<file path="config.mk">
export PLATFORM = sky130hd
export DESIGN_NAME = gfx_rom_server
export DESIGN_NICKNAME = d
export VERILOG_FILES = /design/src/rtl/gfx_rom_server_pkg.sv /design/src/rtl/gfx_port_track.sv /design/src/rtl/gfx_rom_server.sv
export SDC_FILE = /design/constraint.sdc
export NUM_CORES = 1
export LEC_CHECK = 0
export CAP_MARGIN = 10
export CORE_MARGIN = 4
export CORE_UTILIZATION = 49
export CTS_CLUSTER_DIAMETER = 200
export DETAILED_ROUTE_END_ITERATION = 8
export PLACE_DENSITY = 0.81
export SLEW_MARGIN = 0
export SYNTH_ARGS = -nofsm -noshare
export SYNTH_HDL_FRONTEND = slang
export SYNTH_SLANG_ARGS = --single-unit
</file>
<file path="constraint.sdc">
create_clock -name clk_sys -period 2 [get_ports clk_sys]
set_input_delay 0.4 -clock clk_sys [delete_from_list [all_inputs] [get_ports clk_sys]]
set_output_delay 0.4 -clock clk_sys [all_outputs]
set_load 0.05 [all_outputs]
</file>
<file path="src/rtl/gfx_rom_server_pkg.sv">
`default_nettype none
// ============================================================================
// Module   : gfx_rom_server_pkg
// Purpose  : Shared video constants and graphics ROM fetch state encoding.
// Revision : 1.0 - initial release
// ============================================================================
package gfx_rom_server_pkg;

    localparam int C_GFX_TIMEOUT = 15;
    localparam int C_GFX_AW      = 12;
    localparam int C_GFX_PLANE_W = 8;

    typedef enum logic [1:0] {
        ST_IDLE      = 2'd0,
        ST_CHAR_WAIT = 2'd1,
        ST_SPR_WAIT  = 2'd2
    } gfx_fetch_state_t;

endpackage
`default_nettype wire

</file>
<file path="src/rtl/gfx_port_track.sv">
`default_nettype none
// ============================================================================
// Module   : gfx_port_track
// Purpose  : Per-port last-served address, valid bit, pending compare and
//            plane data hold registers.
// Revision : 1.0 - initial release
// ============================================================================
module gfx_port_track
    import gfx_rom_server_pkg::*;
#(
    parameter int AW = C_GFX_AW
) (
    input  logic                     clk_sys,
    input  logic                     reset_n,
    input  logic [AW-1:0]            rom_addr,
    input  logic                     load,
    input  logic [AW-1:0]            load_addr,
    input  logic [15:0]              load_data,
    output logic                     pending,
    output logic [C_GFX_PLANE_W-1:0] data1,
    output logic [C_GFX_PLANE_W-1:0] data2
);

    logic [AW-1:0]            r_last_addr;
    logic                     r_valid;
    logic [C_GFX_PLANE_W-1:0] r_data1;
    logic [C_GFX_PLANE_W-1:0] r_data2;

    // Data is filed under the address that was fetched, so a move during the
    // fetch still shows up as a mismatch afterwards.
    always_ff @(posedge clk_sys or negedge reset_n) begin
        if (!reset_n) begin
            r_last_addr <= '0;
            r_valid     <= 1'b0;
            r_data1     <= '0;
            r_data2     <= '0;
        end else if (load) begin
            r_last_addr <= load_addr;
            r_valid     <= 1'b1;
            r_data1     <= load_data[7:0];
            r_data2     <= load_data[15:8];
        end
    end

    assign pending = !r_valid || (rom_addr != r_last_addr);
    assign data1   = r_data1;
    assign data2   = r_data2;

endmodule
`default_nettype wire

</file>
<file path="src/rtl/gfx_rom_server.sv">
`default_nettype none
// ============================================================================
// Module   : gfx_rom_server
// Purpose  : Arbitrates char and sprite row fetches onto one shared graphics
//            memory port with ack timeout and retry.
// Revision : 1.0 - initial release
// ============================================================================
module gfx_rom_server
    import gfx_rom_server_pkg::*;
#(
    parameter int TIMEOUT = C_GFX_TIMEOUT,
    parameter int AW      = C_GFX_AW
) (
    input  logic          clk_sys,
    input  logic          reset_n,
    input  logic [AW-1:0] char_rom_addr,
    input  logic [AW-1:0] spr_rom_addr,
    output logic [7:0]    char_data1,
    output logic [7:0]    char_data2,
    output logic [7:0]    spr_data1,
    output logic [7:0]    spr_data2,
    output logic [AW-1:0] mem_addr,
    output logic          mem_req,
    input  logic          mem_ack,
    input  logic [15:0]   mem_data,
    output logic          char_busy,
    output logic          spr_busy,
    output logic          timeout_err
);

    localparam int            CW         = $clog2(TIMEOUT + 1);
    localparam logic [CW-1:0] C_CNT_LAST = CW'(TIMEOUT - 1);

    gfx_fetch_state_t r_state;
    gfx_fetch_state_t w_next_state;
    logic [AW-1:0]    r_mem_addr;
    logic             r_mem_req;
    logic [CW-1:0]    r_wait_cnt;
    logic             r_timeout_err;

    logic             w_char_pending;
    logic             w_spr_pending;
    logic             w_char_load;
    logic             w_spr_load;
    logic             w_start;
    logic [AW-1:0]    w_start_addr;
    logic             w_end;
    logic             w_timeout;

    gfx_port_track #(.AW(AW)) u_char_track (
        .clk_sys   (clk_sys),
        .reset_n   (reset_n),
        .rom_addr  (char_rom_addr),
        .load      (w_char_load),
        .load_addr (r_mem_addr),
        .load_data (mem_data),
        .pending   (w_char_pending),
        .data1     (char_data1),
        .data2     (char_data2)
    );

    gfx_port_track #(.AW(AW)) u_spr_track (
        .clk_sys   (clk_sys),
        .reset_n   (reset_n),
        .rom_addr  (spr_rom_addr),
        .load      (w_spr_load),
        .load_addr (r_mem_addr),
        .load_data (mem_data),
        .pending   (w_spr_pending),
        .data1     (spr_data1),
        .data2     (spr_data2)
    );

    always_comb begin
        w_next_state = r_state;
        w_char_load  = 1'b0;
        w_spr_load   = 1'b0;
        w_start      = 1'b0;
        w_start_addr = r_mem_addr;
        w_end        = 1'b0;
        w_timeout    = 1'b0;
        unique case (r_state)
            ST_IDLE: begin
                // Char has fixed priority; an ack arriving here is dropped.
                if (w_char_pending) begin
                    w_start      = 1'b1;
                    w_start_addr = char_rom_addr;
                    w_next_state = ST_CHAR_WAIT;
                end else if (w_spr_pending) begin
                    w_start      = 1'b1;
                    w_start_addr = spr_rom_addr;
                    w_next_state = ST_SPR_WAIT;
                end
            end
            ST_CHAR_WAIT, ST_SPR_WAIT: begin
                if (mem_ack) begin
                    w_char_load  = (r_state == ST_CHAR_WAIT);
                    w_spr_load   = (r_state == ST_SPR_WAIT);
                    w_end        = 1'b1;
                    w_next_state = ST_IDLE;
                end else if (r_wait_cnt == C_CNT_LAST) begin
                    w_timeout    = 1'b1;
                    w_end        = 1'b1;
                    w_next_state = ST_IDLE;
                end
            end
            default: w_next_state = ST_IDLE;
        endcase
    end

    always_ff @(posedge clk_sys or negedge reset_n) begin
        if (!reset_n) begin
            r_state       <= ST_IDLE;
            r_mem_addr    <= '0;
            r_mem_req     <= 1'b0;
            r_wait_cnt    <= '0;
            r_timeout_err <= 1'b0;
        end else begin
            r_state <= w_next_state;
            if (w_start) begin
                r_mem_addr <= w_start_addr;
                r_mem_req  <= 1'b1;
                r_wait_cnt <= '0;
            end else begin
                if (w_end) begin
                    r_mem_req <= 1'b0;
                end
                if (r_state != ST_IDLE) begin
                    r_wait_cnt <= r_wait_cnt + CW'(1);
                end
            end
            if (w_timeout) begin
                r_timeout_err <= 1'b1;
            end
        end
    end

    assign mem_addr    = r_mem_addr;
    assign mem_req     = r_mem_req;
    assign timeout_err = r_timeout_err;
    assign char_busy   = w_char_pending || (r_state == ST_CHAR_WAIT);
    assign spr_busy    = w_spr_pending  || (r_state == ST_SPR_WAIT);

endmodule
`default_nettype wire

</file>
## After elaboration in Yosys (flattened, before gate mapping)

Index checks and enable logic that the tools add are counted.

- Add/sub/neg operators: 1
- $mul: 0
- Divide/modulo/power cells: 0
- $lt $le $gt $ge: 0
- Equal/unequal tests: 7
- Shift operators: 0
- Mux-type cells: 23
- Bitwise operators: 0
- Reduce and logical (&&, ||, !) cells: 14

Operators with widths:

| operator | number |
|---|---|
| 12-bit two-way mux | 2 |
| 12-bit != test | 2 |
| 1-bit two-way mux | 14 |
| 2-bit two-way mux | 4 |
| 4-bit two-way mux | 2 |
| 2-bit nonzero test | 4 |
| 3-bit != test, second input constant | 2 |
| 4-bit by 1-bit adder with 4-bit output, second input constant | 1 |
| 4-bit == test, second input constant | 1 |
| 1-bit logical OR | 4 |
| 2-bit one-hot mux with 2 select lines | 1 |
| 3-bit AND reduction | 1 |
| 2-bit by 1-bit == test with 1-bit output, second input constant | 1 |
| 2-bit == test, second input constant | 1 |
| 1-bit zero test | 2 |
| 2-bit zero test | 1 |
| 2-bit AND reduction | 1 |
| 2-bit OR reduction | 1 |

- Register bits: 78
- Bits in latches: 0
- Memory bits (writable): 0
- Bits in read-only memories: 0
- Output and inout bits: 48
- Memories: 0

## Longest topological paths before layout

Gate-level depths: netlist of the first run.

- Word-level depth: 6
- Mapped depth: 6
- Depth with buffers taken out: 6

## Cells and area by module

Synthesis of the first run repeated with hierarchy kept, for this count alone.

- Cell total of the unflattened synthesis: 256
- Area, all modules: 3458.3 µm²

Modules (own cells, without submodules):

| module | instances | cells an instance | area each (µm²) | sequential area each (µm²) |
|---|---|---|---|---|
| gfx_port_track | 2 | 78 | 1198.6 | 725.7 |
| gfx_rom_server | 1 | 100 | 1061.0 | 500.5 |

## Worst setup path after synthesis of the first run

No wires, ideal clock.

- Path type: reg-to-reg
- Start: reg r_state[0]
- End: reg u_spr_track.r_data1[4] (netlist: u_spr_track.data1[4])
- Library setup time: 0.128 ns
- Arrival time: 1.743 ns
- Required time: 1.872 ns
- Path slack: 0.130 ns
- Cell stages (with the launch flop): 7
- Path buffers: 2
- Clock period less this slack: 1.870 ns
- Cells stage by stage: dfrtp_1 > inv_1 > ha_1 > nand3_1 > clkbuf_1 > buf_2 > mux2_1

- Word-level cells in the longest chain between the ends: 3
- Elaborated cells between the ends (all ways): 5
- Classes of those cells: 2 x eq/ne; 2 x mux; 1 x reduce/logical

RTL lines:

| item | RTL line | RTL |
|---|---|---|
| from (decl) | gfx_rom_server.sv:34 | `gfx_fetch_state_t r_state;` |
| from (signal assigned) | gfx_rom_server.sv:119 | `r_state <= w_next_state;` |
| 2-bit == test or 2-bit by 1-bit == test with 1-bit output (tied branches) | gfx_rom_server.sv:82, gfx_rom_server.sv:98 |  |
| 1-bit two-way mux or 2-bit OR reduction (tied branches) | gfx_rom_server.sv:96, gfx_rom_server.sv:82 |  |
| 1-bit two-way mux (*) | gfx_rom_server.sv:82 | `unique case (r_state)` |
| to (signal assigned) | gfx_port_track.sv:40 | `r_data1 <= load_data[7:0];` |
| to (decl) | gfx_port_track.sv:26 | `logic [C_GFX_PLANE_W-1:0] r_data1;` |

Mark *: on every way between the ends. The rest lies on a longest branch, timed or not.
A chain may end at the register's enable or synchronous reset.

## Final worst setup path of the first run

- Start: in char_rom_addr[1]
- End: out char_busy

- Word-level cells in the longest chain between the ends: 3

RTL lines:

| item | RTL line | RTL |
|---|---|---|
| from (decl) | gfx_rom_server.sv:16 | `input logic [AW-1:0] char_rom_addr,` |
| 12-bit != test | gfx_port_track.sv:45 | `assign pending = !r_valid \|\| (rom_addr != r_last_addr);` |
| 1-bit logical OR | gfx_port_track.sv:45 |  |
| 1-bit logical OR | gfx_rom_server.sv:141 | `assign char_busy = w_char_pending \|\| (r_state == ST_CHAR_WAIT);` |
| to (decl) | gfx_rom_server.sv:26 | `output logic char_busy,` |

Every way passes these cells.

==> impl_metrics.json, run 1 <==
{
  "final_nets": 423,
  "synthFlopType": "dfrtp_1",
  "clock_sinks": 78,
  "vias_per_cell": 5.19,
  "fin_crit_sh_pct": 110,
  "num-fill-cells": 463,
  "synth_cell_types": 31,
  "dr_total_vias": 2469,
  "grt_pass1_wl_microns": 12900,
  "crit_arrival_ns": 1.81,
  "worst_pin_slew_ns": 0.518,
  "min_path_type": "in -> reg",
  "syn_inst": 259,
  "cts_root_buf": "clkbuf_8",
  "p_leak_nw": 2.36,
  "failed_checks": "setup timing",
  "yosys_warnings": 0,
  "rsz0062_at_grt": "yes",
  "finalWirelength_microns": 8050,
  "synth-async-reset-ratio_pct": 100,
  "setup_viol": 15,
  "dieHeight_microns": 92.4,
  "grt_max_degree": 31,
  "drc_errors": 0,
  "ant_nets": 0,
  "hold_viol": 0,
  "ff2ff_setup_slack_ns": -0.09,
  "yosys_register_bits": 78,
  "place_area_sq_um": 4580,
  "synth_edf_count": 0,
  "final_cell_mix": "dfrtp_1, clkdlybuf4s50_1, mux2_2",
  "htreeDepth": 3,
  "clkTransAtPathRegs_ns": 0.07,
  "grt_usage_pct": 19.4,
  "netlist_area_sq_um": 3490,
  "finalCriticalPeriod_ns": 2.21,
  "ir_drop_uv": 1330,
  "cap_viol_max_count": 0,
  "syn_nets": 307,
  "grt_pass1_vias": 2601,
  "ys_seq_area_share_pct": 55.9,
  "first_pass_iters": 5,
  "worstPathMaxFanout": 2,
  "stdcell_area_sq_um": 5000,
  "wl_per_cell_microns": 16.9,
  "drt_iter0_markers": 134,
  "dp_hpwl_microns": 5460,
  "relSlewSlack_pct": 65.4,
  "place_ws_ns": -0.576,
  "end_kind": "output port",
  "core_sq_um": 6870,
  "cp-start-kind": "primary input",
  "path_class": "in -> out",
  "pwr_density_cell_nw_per_um2": 1700,
  "cts_buffers": 9,
  "final_common_cell": "dfrtp_1",
  "start_util_pct": 50.8,
  "die_w_microns": 92.4,
  "portBuffers": 90,
  "setup_ws_ns": -0.208,
  "antenna_cells": 0,
  "status": "finished with violations",
  "rows": 30,
  "clock_latency_ns": 0.34,
  "cp.required_ns": 1.60,
  "drv_slew": 0,
  "boundaryPins": 91,
  "syn_avg_cell_area_sq_um": 13.5,
  "area.growth.synth_to_final_pct": 43.4,
  "antenna_found_initial": 0,
  "globalRouteOverflowTotal": 0,
  "clock_path_buffers": 2,
  "fin_skew_ns": 0.00713,
  "p_total_mw": 8.52,
  "die-area_sq_um": 8540,
  "drive_above_1_share_pct": 27.1,
  "cts_tree": "built",
  "fmax_mhz": 453,
  "place_congestion": 0.758,
  "fin_util_pct": 72.9
}
## per-stage QoR
step           hold slack [ns]  instances  setup TNS, ns
6_report                 0.461        476          -1.05
5_1_grt                  0.467        476          -2.21
4_1_cts                  0.466        474          -2.13
3_5_place_dp             0.345        447          -8.63
3_3_place_gp             0.345        447          -7.98
2_1_floorplan            0.104        259              0
## timing repair
action,4_1_cts,5_1_grt
setup buffers,9,3
pin swaps,11,27
cloned,1,1
endpoints found under the setup margin,15,25
hold buffers,1,0
hold endpoints to repair,27,0
resized for setup,26,22
## kinds of logic after synthesis
family	synth area share (%)
AO/OA/AOI/OAI	5.67
multiplexers	18.1
AND/OR/NAND/NOR	10.1
adder cells (fa/ha/maj)	1.79
flip-flops	55.9
XOR/XNOR	6.53
buffers and inverters	1.94
## Yosys cell counts, types with 3 or more instances
cell      number  area [sq um]
a221o_1       12           120
and2_1        13          81.3
and3_1        13          81.3
buf_2          3          15.0
clkbuf_1       8          30.0
dfrtp_1       78          1950
ha_1           5          62.6
inv_1          3          11.3
mux2_1        12           135
mux2_2        44           495
nand2_1        8          30.0
nand2b_1       5          31.3
nand3_1        4          20.0
nand4_1        3          18.8
nor4_2         3          37.5
o22ai_1        4          25.0
xnor2_1       14           123
xor2_1        12           105
## path summary, 6_finish.rpt
path / endpoint / startpoint / cells after the start
max reg2reg: mem_addr[8] / u_spr_track.r_last_addr[6] / 7
max: char_busy / char_rom_addr[1] / 6
min: mem_addr[6] / char_rom_addr[6] / 3
max in group asynchronous: u_char_track.data1[4] / reset_n / 3
min in group asynchronous: u_spr_track.data1[2] / reset_n / 2
min reg2reg: u_spr_track.r_valid / u_spr_track.r_valid / 1
## power by group
part / total (mW) / switching, mW / internal, mW
combinational: 4.53 / 2.63 / 1.90
clock: 1.20 / 0.555 / 0.645
sequential: 2.79 / 0.490 / 2.30
## layer usage
layer	vias up	global-route usage [%]	part of all wire, %
met5	-	0	0
li1	1159	-	-
met1	1234	25.8	44
met2	64	31.7	50
met4	0	6.56	1.8
met3	12	3.82	3.8
## critical path, cell delays in order
cell	delay [ns]
clkdlybuf4s50_1	0.45
xor2_1	0.18
nor3_2	0.22
and4_1	0.29
nand2b_1	0.09
buf_6	0.16
## area by class of cell
class / count / area, sq um / area share (%)
flip-flops and latches: 78 / 1950 / 39.0
multi-input cells: 166 / 1530 / 30.5
repair buffers: 117 / 1190 / 23.9
clock buffers: 13 / 159 / 3.17
well taps: 96 / 120 / 2.40
clock inverters: 3 / 42.5 / 0.850
inverters: 3 / 11.3 / 0.225
## flip-flops by register name (all words and copies together), names as in the netlist
name / cells
mem_addr: 12
u_char_track.r_last_addr: 12
u_spr_track.r_last_addr: 12
u_char_track.data1: 8
u_char_track.data2: 8
u_spr_track.data1: 8
u_spr_track.data2: 8
r_wait_cnt: 4
r_state: 2
mem_req: 1
timeout_err: 1
u_char_track.r_valid: 1
u_spr_track.r_valid: 1
Note: power is estimated with default switching activity, not from simulation.
==> inputs of run 2 (changes only) <==
CORE_UTILIZATION = 48   (was 49)
PLACE_DENSITY = 0.8   (was 0.81)
SYNTH_HIERARCHICAL = 1   (was unset)
==> run 2 against run 1 <==
Net effect: the flow still finishes with violations (setup timing); clock power is essentially flat; design area grew 0.47%; die area grew 1.1%; sequential share of layout area shrank 0.18 points; synthesized cell count shrank 1.2%; count of clock-buffer cells in the layout shrank 2; wire length grew 6.6%; global-route usage grew 1.7 points; maximum frequency shrank 8.7%; register-to-register slack lost 0.14 ns; via count shrank 1.5%; worst setup slack lost 0.21 ns; critical path type is now reg -> out; critical endpoint unchanged.
==> impl_metrics.json, run 2 <==
{
  "vias_per_cell": 5.20,
  "syn_inst": 256,
  "slowest_stage": "or4_4",
  "hold_slack_ns": 0.0000906,
  "syn_nets": 304,
  "dr_total_vias": 2432,
  "synthTopCellsByArea": "dfrtp_1, mux2_2, xnor2_1",
  "cp-start-kind": "flop",
  "rsz0062_at_grt": "yes",
  "worstPathMaxFanout": 2,
  "status": "finished with violations",
  "switchingPower_mw": 3.85,
  "path_cells": "xnor2_1 > nand3_1 > or4_4 > or2_4 > buf_8",
  "finalWirelength_microns": 8580,
  "fin_skew_ns": 0.00484,
  "synthTopCellsByCount": "dfrtp_1, mux2_2, xnor2_1",
  "worst_pin_slew_ns": 0.531,
  "start_util_pct": 50.1,
  "end_kind": "output port",
  "antenna_found_initial": 0,
  "relSlewSlack_pct": 64.5,
  "grt_usage_pct": 21.1,
  "rows": 30,
  "core_sq_um": 6910,
  "drive_above_1_share_pct": 34.9,
  "final_cell_mix": "dfrtp_1, mux2_2, clkdlybuf4s50_1",
  "worstReg2RegEnd": "mem_addr[7]",
  "drv_slew": 0,
  "met2_length_microns": 4680,
  "drt_iter0_markers": 55,
  "switching_share_pct": 43.5,
  "pwr_density_cell_nw_per_um2": 1760,
  "ff2ff_setup_slack_ns": -0.23,
  "p_clk_share_pct": 13.3,
  "synthFlopType": "dfrtp_1",
  "finalCriticalPeriod_ns": 2.42,
  "yosysTopAreaCell": "dfrtp_1",
  "ant_nets": 0,
  "area.growth.synth_to_final_pct": 45.4,
  "die-area_sq_um": 8630,
  "cts_buffers": 9,
  "critPathMaxStageDelay_ns": 0.54,
  "seqPwrFrac_pct": 32.0,
  "p_int_mw": 5.01,
  "num-fill-cells": 492,
  "boundaryPins": 91,
  "clock_latency_ns": 0.34,
  "netlist_area_sq_um": 3460,
  "htreeDepth": 3,
  "synth-async-reset-ratio_pct": 100,
  "grt_max_degree": 44,
  "drc_errors": 0,
  "dp_hpwl_microns": 5630,
  "synth_most_common_cell": "dfrtp_1",
  "top_layer": "met4",
  "clkTransAtPathRegs_ns": 0.08,
  "wl_met1_microns": 3430,
  "netlist.area_leader.share_pct": 56.4,
  "portBuffers": 90,
  "grt_pass1_wl_microns": 13900,
  "p_comb_share_pct": 54.7,
  "die_w_microns": 92.9,
  "place_congestion": 0.755,
  "failed_checks": "setup timing",
  "synth_edf_count": 0,
  "wl_per_cell_microns": 18.3,
  "register_area_sq_um": 1950,
  "final_common_cell": "dfrtp_1",
  "final_nets": 415,
  "p_total_mw": 8.86,
  "rr_worst_depth": 11,
  "cap_viol_max_count": 0,
  "clock_sinks": 78,
  "syn_avg_cell_area_sq_um": 13.5,
  "fmax_mhz": 414,
  "path_class": "reg -> out",
  "wl_met3_microns": 397,
  "crit_arrival_ns": 2.02,
  "setup_viol": 20,
  "ys_seq_area_share_pct": 56.4,
  "cts_tree": "built",
  "clock_path_buffers": 2,
  "fin_crit_sh_pct": 121,
  "grt_pass1_vias": 2683,
  "setup_ws_ns": -0.417,
  "multi_input_comb_area_sq_um": 1530,
  "antenna_cells": 0,
  "dieHeight_microns": 92.9,
  "synth_cell_types": 30,
  "yosys_register_bits": 78,
  "cts_root_buf": "clkbuf_8",
  "first_pass_iters": 4,
  "p_leak_nw": 2.33,
  "ir_drop_uv": 1090,
  "globalRouteOverflowTotal": 0,
  "hold_viol": 0,
  "min_path_type": "in -> async",
  "postCtsHoldBufs": 0,
  "yosys_warnings": 6,
  "r2r_start": "u_char_track/r_last_addr[8]",
  "cp.required_ns": 1.60
}
-- run 2: metal layers --
layer	global-route usage (%)	vias up
li1	-	1119
met2	37.0	60
met3	4.31	6
met4	7.08	0
met5	0	-
met1	25.9	1247
-- run 2: layout make-up --
class | instances | share of cell area, %
multi-input cells | 163 | 30.4
clock buffers | 11 | 2.81
inverters | 4 | 0.299
well taps | 96 | 2.39
repair buffers | 111 | 24.1
flip-flops and latches | 78 | 38.8
clock inverters | 5 | 1.17
-- run 2: timing repair --
item,CTS,global route
gates cloned,3,0
setup buffers,10,2
endpoints found under the setup margin,21,29
gates resized for setup,69,20
pin swaps,30,7
-- run 2: worst max-delay path: cells and delay by family, from the launching register on --
family                    cells  cell delay (ns)
xor gates and xnor gates      1             0.19
buffers and inverters         1             0.15
and+or+nand+nor               3             0.94
DFF                           1             0.40
-- run 2: power by group through the flow --
stage                     Sequential [mW]  Combinational [mW]  Clock (mW)
after floorplan                      4.29                1.36           0
after global placement               2.79                4.24           0
after detailed placement             2.82                4.32           0
after CTS                            2.81                4.89        1.21
after global routing                 2.94                5.08        1.28
final                                2.84                4.85        1.18
-- run 2: cell families after synthesis --
logic type      share of synthesized area (%)
simple gates                             5.93
fa+ha+maj                                1.81
xor+xnor                                 6.58
mux                                      21.7
flops                                    56.4
buf+inv                                  3.18
compound gates                           4.34
-- run 2: worst max path at each step --
stage / startpoint / to / slack [ns] / cells past startpoint
after global placement: spr_rom_addr[10] / spr_busy / -0.61 / 6
after floorplan: char_rom_addr[1] / char_busy / -0.12 / 6
final: u_char_track/r_last_addr[8] / char_busy / -0.42 / 5
after CTS: u_spr_track/r_last_addr[10] / spr_busy / -0.39 / 5
after global routing: u_spr_track/r_last_addr[10] / spr_busy / -0.45 / 5
after detailed placement: spr_rom_addr[10] / spr_busy / -0.61 / 6
-- run 2: stage by stage --
step / instances / util (%) / TNS [ns] / area [sq um] / setup WS, ns
finish: 468 / 72.8 / -3.48 / 5030 / -0.417
global route: 468 / 72.8 / -3.94 / 5030 / -0.455
CTS: 469 / 72.4 / -1.77 / 5000 / -0.389
detailed placement: 442 / 65.8 / -10.30 / 4540 / -0.607
global placement: 442 / 65.8 / -9.81 / 4540 / -0.606
floorplan: 256 / - / -0.115 / 3470 / -0.115
==> inputs of run 3 (changes only) <==
CORE_MARGIN = unset   (was 4)
SLEW_MARGIN = unset   (was 0)
TNS_END_PERCENT = 10   (was unset)
==> run 3 against run 2 <==
Net effect: non-clock buffer count down 3; hold slack better by 0.47 ns; clock skew up 0.0048 ns; via count down 4.4%; highest routed layer unchanged; total power down 6.6%; global-route usage down 1.3 points; maximum frequency up 0.48%; first-iteration DRC count up 42%; the flow still finishes with violations (setup timing); utilization down 2.6 points; worst setup slack better by 0.012 ns; clock power about the same.
==> impl_metrics.json, run 3 (synthesis results as in run 2) <==
{
  "status": "finished with violations",
  "failed_checks": "setup timing",
  "seqPwrFrac_pct": 33.8,
  "hold_path_depth": 1,
  "critPathBufInv": 1,
  "grt_pass1_vias": 2310,
  "cap_viol_max_count": 0,
  "antenna_found_initial": 0,
  "min_to": "u_char_track/r_valid",
  "cp.required_ns": 1.60,
  "first_pass_iters": 4,
  "rr_worst_depth": 8,
  "ant_nets": 0,
  "ff2ff_setup_slack_ns": -0.14,
  "hp-start": "u_char_track/r_valid",
  "min_path_type": "reg -> reg",
  "grt_pass1_wl_microns": 11200,
  "worstPathMaxFanout": 2,
  "cts_buffers": 9,
  "p_clk_share_pct": 14.4,
  "drv_slew": 0,
  "clock_sinks": 78,
  "tns_ns": -2.09,
  "final_common_cell": "dfrtp_1",
  "p_total_mw": 8.28,
  "r2r_start": "u_char_track/r_last_addr[5]",
  "end_kind": "output port",
  "crit_arrival_ns": 2.01,
  "cp-start-kind": "flop",
  "setup_ws_ns": -0.406,
  "p_leak_nw": 2.27,
  "fin_util_pct": 70.3,
  "switching_share_pct": 43.3,
  "p_int_mw": 4.69,
  "drt_iter0_markers": 78,
  "worst_pin_slew_ns": 0.526,
  "fin_skew_ns": 0.00959,
  "path_cells": "xnor2_1 > nand4_1 > or4_4 > or2_4 > buf_8",
  "path_class": "reg -> out",
  "setup_viol": 18,
  "fmax_mhz": 416,
  "grt_usage_pct": 19.8,
  "cpLargestDelayFamily": "simple AND/OR/NAND/NOR gates",
  "drive_above_1_share_pct": 29.8,
  "dr_total_vias": 2326,
  "drc_errors": 0,
  "switchingPower_mw": 3.59,
  "critPathMaxStageDelay_ns": 0.52,
  "place_congestion": 0.832,
  "finalWirelength_microns": 7080,
  "dieHeight_microns": 86.9,
  "vias_per_cell": 5.00,
  "boundaryPins": 91,
  "wl_per_cell_microns": 15.2,
  "num-fill-cells": 503,
  "rsz0062_at_grt": "yes",
  "die_w_microns": 86.9,
  "area.growth.synth_to_final_pct": 39.5,
  "p_comb_share_pct": 51.7,
  "dp.cells": 443,
  "pwr_density_cell_nw_per_um2": 1720,
  "stdcell_area_sq_um": 4830,
  "ir_drop_uv": 818,
  "worstReg2RegEnd": "mem_req",
  "die-area_sq_um": 7550,
  "htreeDepth": 3,
  "fin_crit_sh_pct": 120,
  "slowest_stage": "or4_4",
  "hold_viol": 0,
  "portBuffers": 90,
  "grt_max_degree": 33,
  "antenna_cells": 0,
  "hold_slack_ns": 0.474,
  "globalRouteOverflowTotal": 0,
  "core_sq_um": 6870,
  "cts_root_buf": "clkbuf_8",
  "finalNonFillerCells": 465,
  "final_nets": 412,
  "dp_hpwl_microns": 5190,
  "place_ws_ns": -0.776,
  "rows": 30,
  "final_cell_mix": "dfrtp_1, mux2_2, clkdlybuf4s50_1",
  "finalCriticalPeriod_ns": 2.41,
  "relSlewSlack_pct": 64.8,
  "clkTransAtPathRegs_ns": 0.08,
  "place_area_sq_um": 4500,
  "start_util_pct": 50.3,
  "clock_path_buffers": 2,
  "clock_latency_ns": 0.35,
  "cts_tree": "built"
}
run 3: layout make-up:
| cell class | instances | area (sq um) | area share, % |
|---|---|---|---|
| flip-flops and latches | 78 | 1950 | 40.4 |
| multi-input cells | 163 | 1460 | 30.3 |
| repair buffers | 108 | 1070 | 22.2 |
| clock buffers | 10 | 138 | 2.85 |
| well taps | 96 | 120 | 2.49 |
| clock inverters | 6 | 68.8 | 1.43 |
| inverters | 4 | 15.0 | 0.311 |
run 3: worst max path at each step:
| stage | startpoint | slack [ns] | cells after the start | to |
|---|---|---|---|---|
| final | u_spr_track/r_last_addr[3] | -0.41 | 5 | spr_busy |
| after global routing | u_spr_track/r_last_addr[3] | -0.46 | 5 | spr_busy |
| after CTS | u_spr_track/r_last_addr[8] | -0.40 | 5 | spr_busy |
| after detailed placement | spr_rom_addr[10] | -0.78 | 6 | spr_busy |
| after global placement | spr_rom_addr[10] | -0.79 | 6 | spr_busy |
| after floorplan | char_rom_addr[1] | -0.12 | 6 | char_busy |
run 3: timing repair:
item                                    4_1_cts  5_1_grt
buffers inserted                              3        2
hold endpoints to repair                     29        0
resized for setup                            36       25
endpoints found under the setup margin       21       28
pin swaps                                    19       13
gates cloned                                  0        0
hold buffers                                  1        0
run 3: metal layers:
| metal | up-vias | global-route usage, % | share of wire, % |
|---|---|---|---|
| li1 | 1109 | - | - |
| met5 | - | 0 | 0 |
| met3 | 8 | 4.64 | 5.0 |
| met2 | 72 | 31.9 | 48 |
| met1 | 1137 | 26.3 | 46 |
| met4 | 0 | 6.67 | 0.83 |
run 3: power groups by stage:
stage / clock network [mW] / registers [mW] / logic (mW)
6_report: 1.19 / 2.80 / 4.28
5_1_grt: 1.29 / 2.90 / 4.50
3_5_place_dp: 0 / 2.83 / 4.23
3_3_place_gp: 0 / 2.79 / 4.16
4_1_cts: 1.22 / 2.81 / 4.25
2_1_floorplan: 0 / 4.29 / 1.36
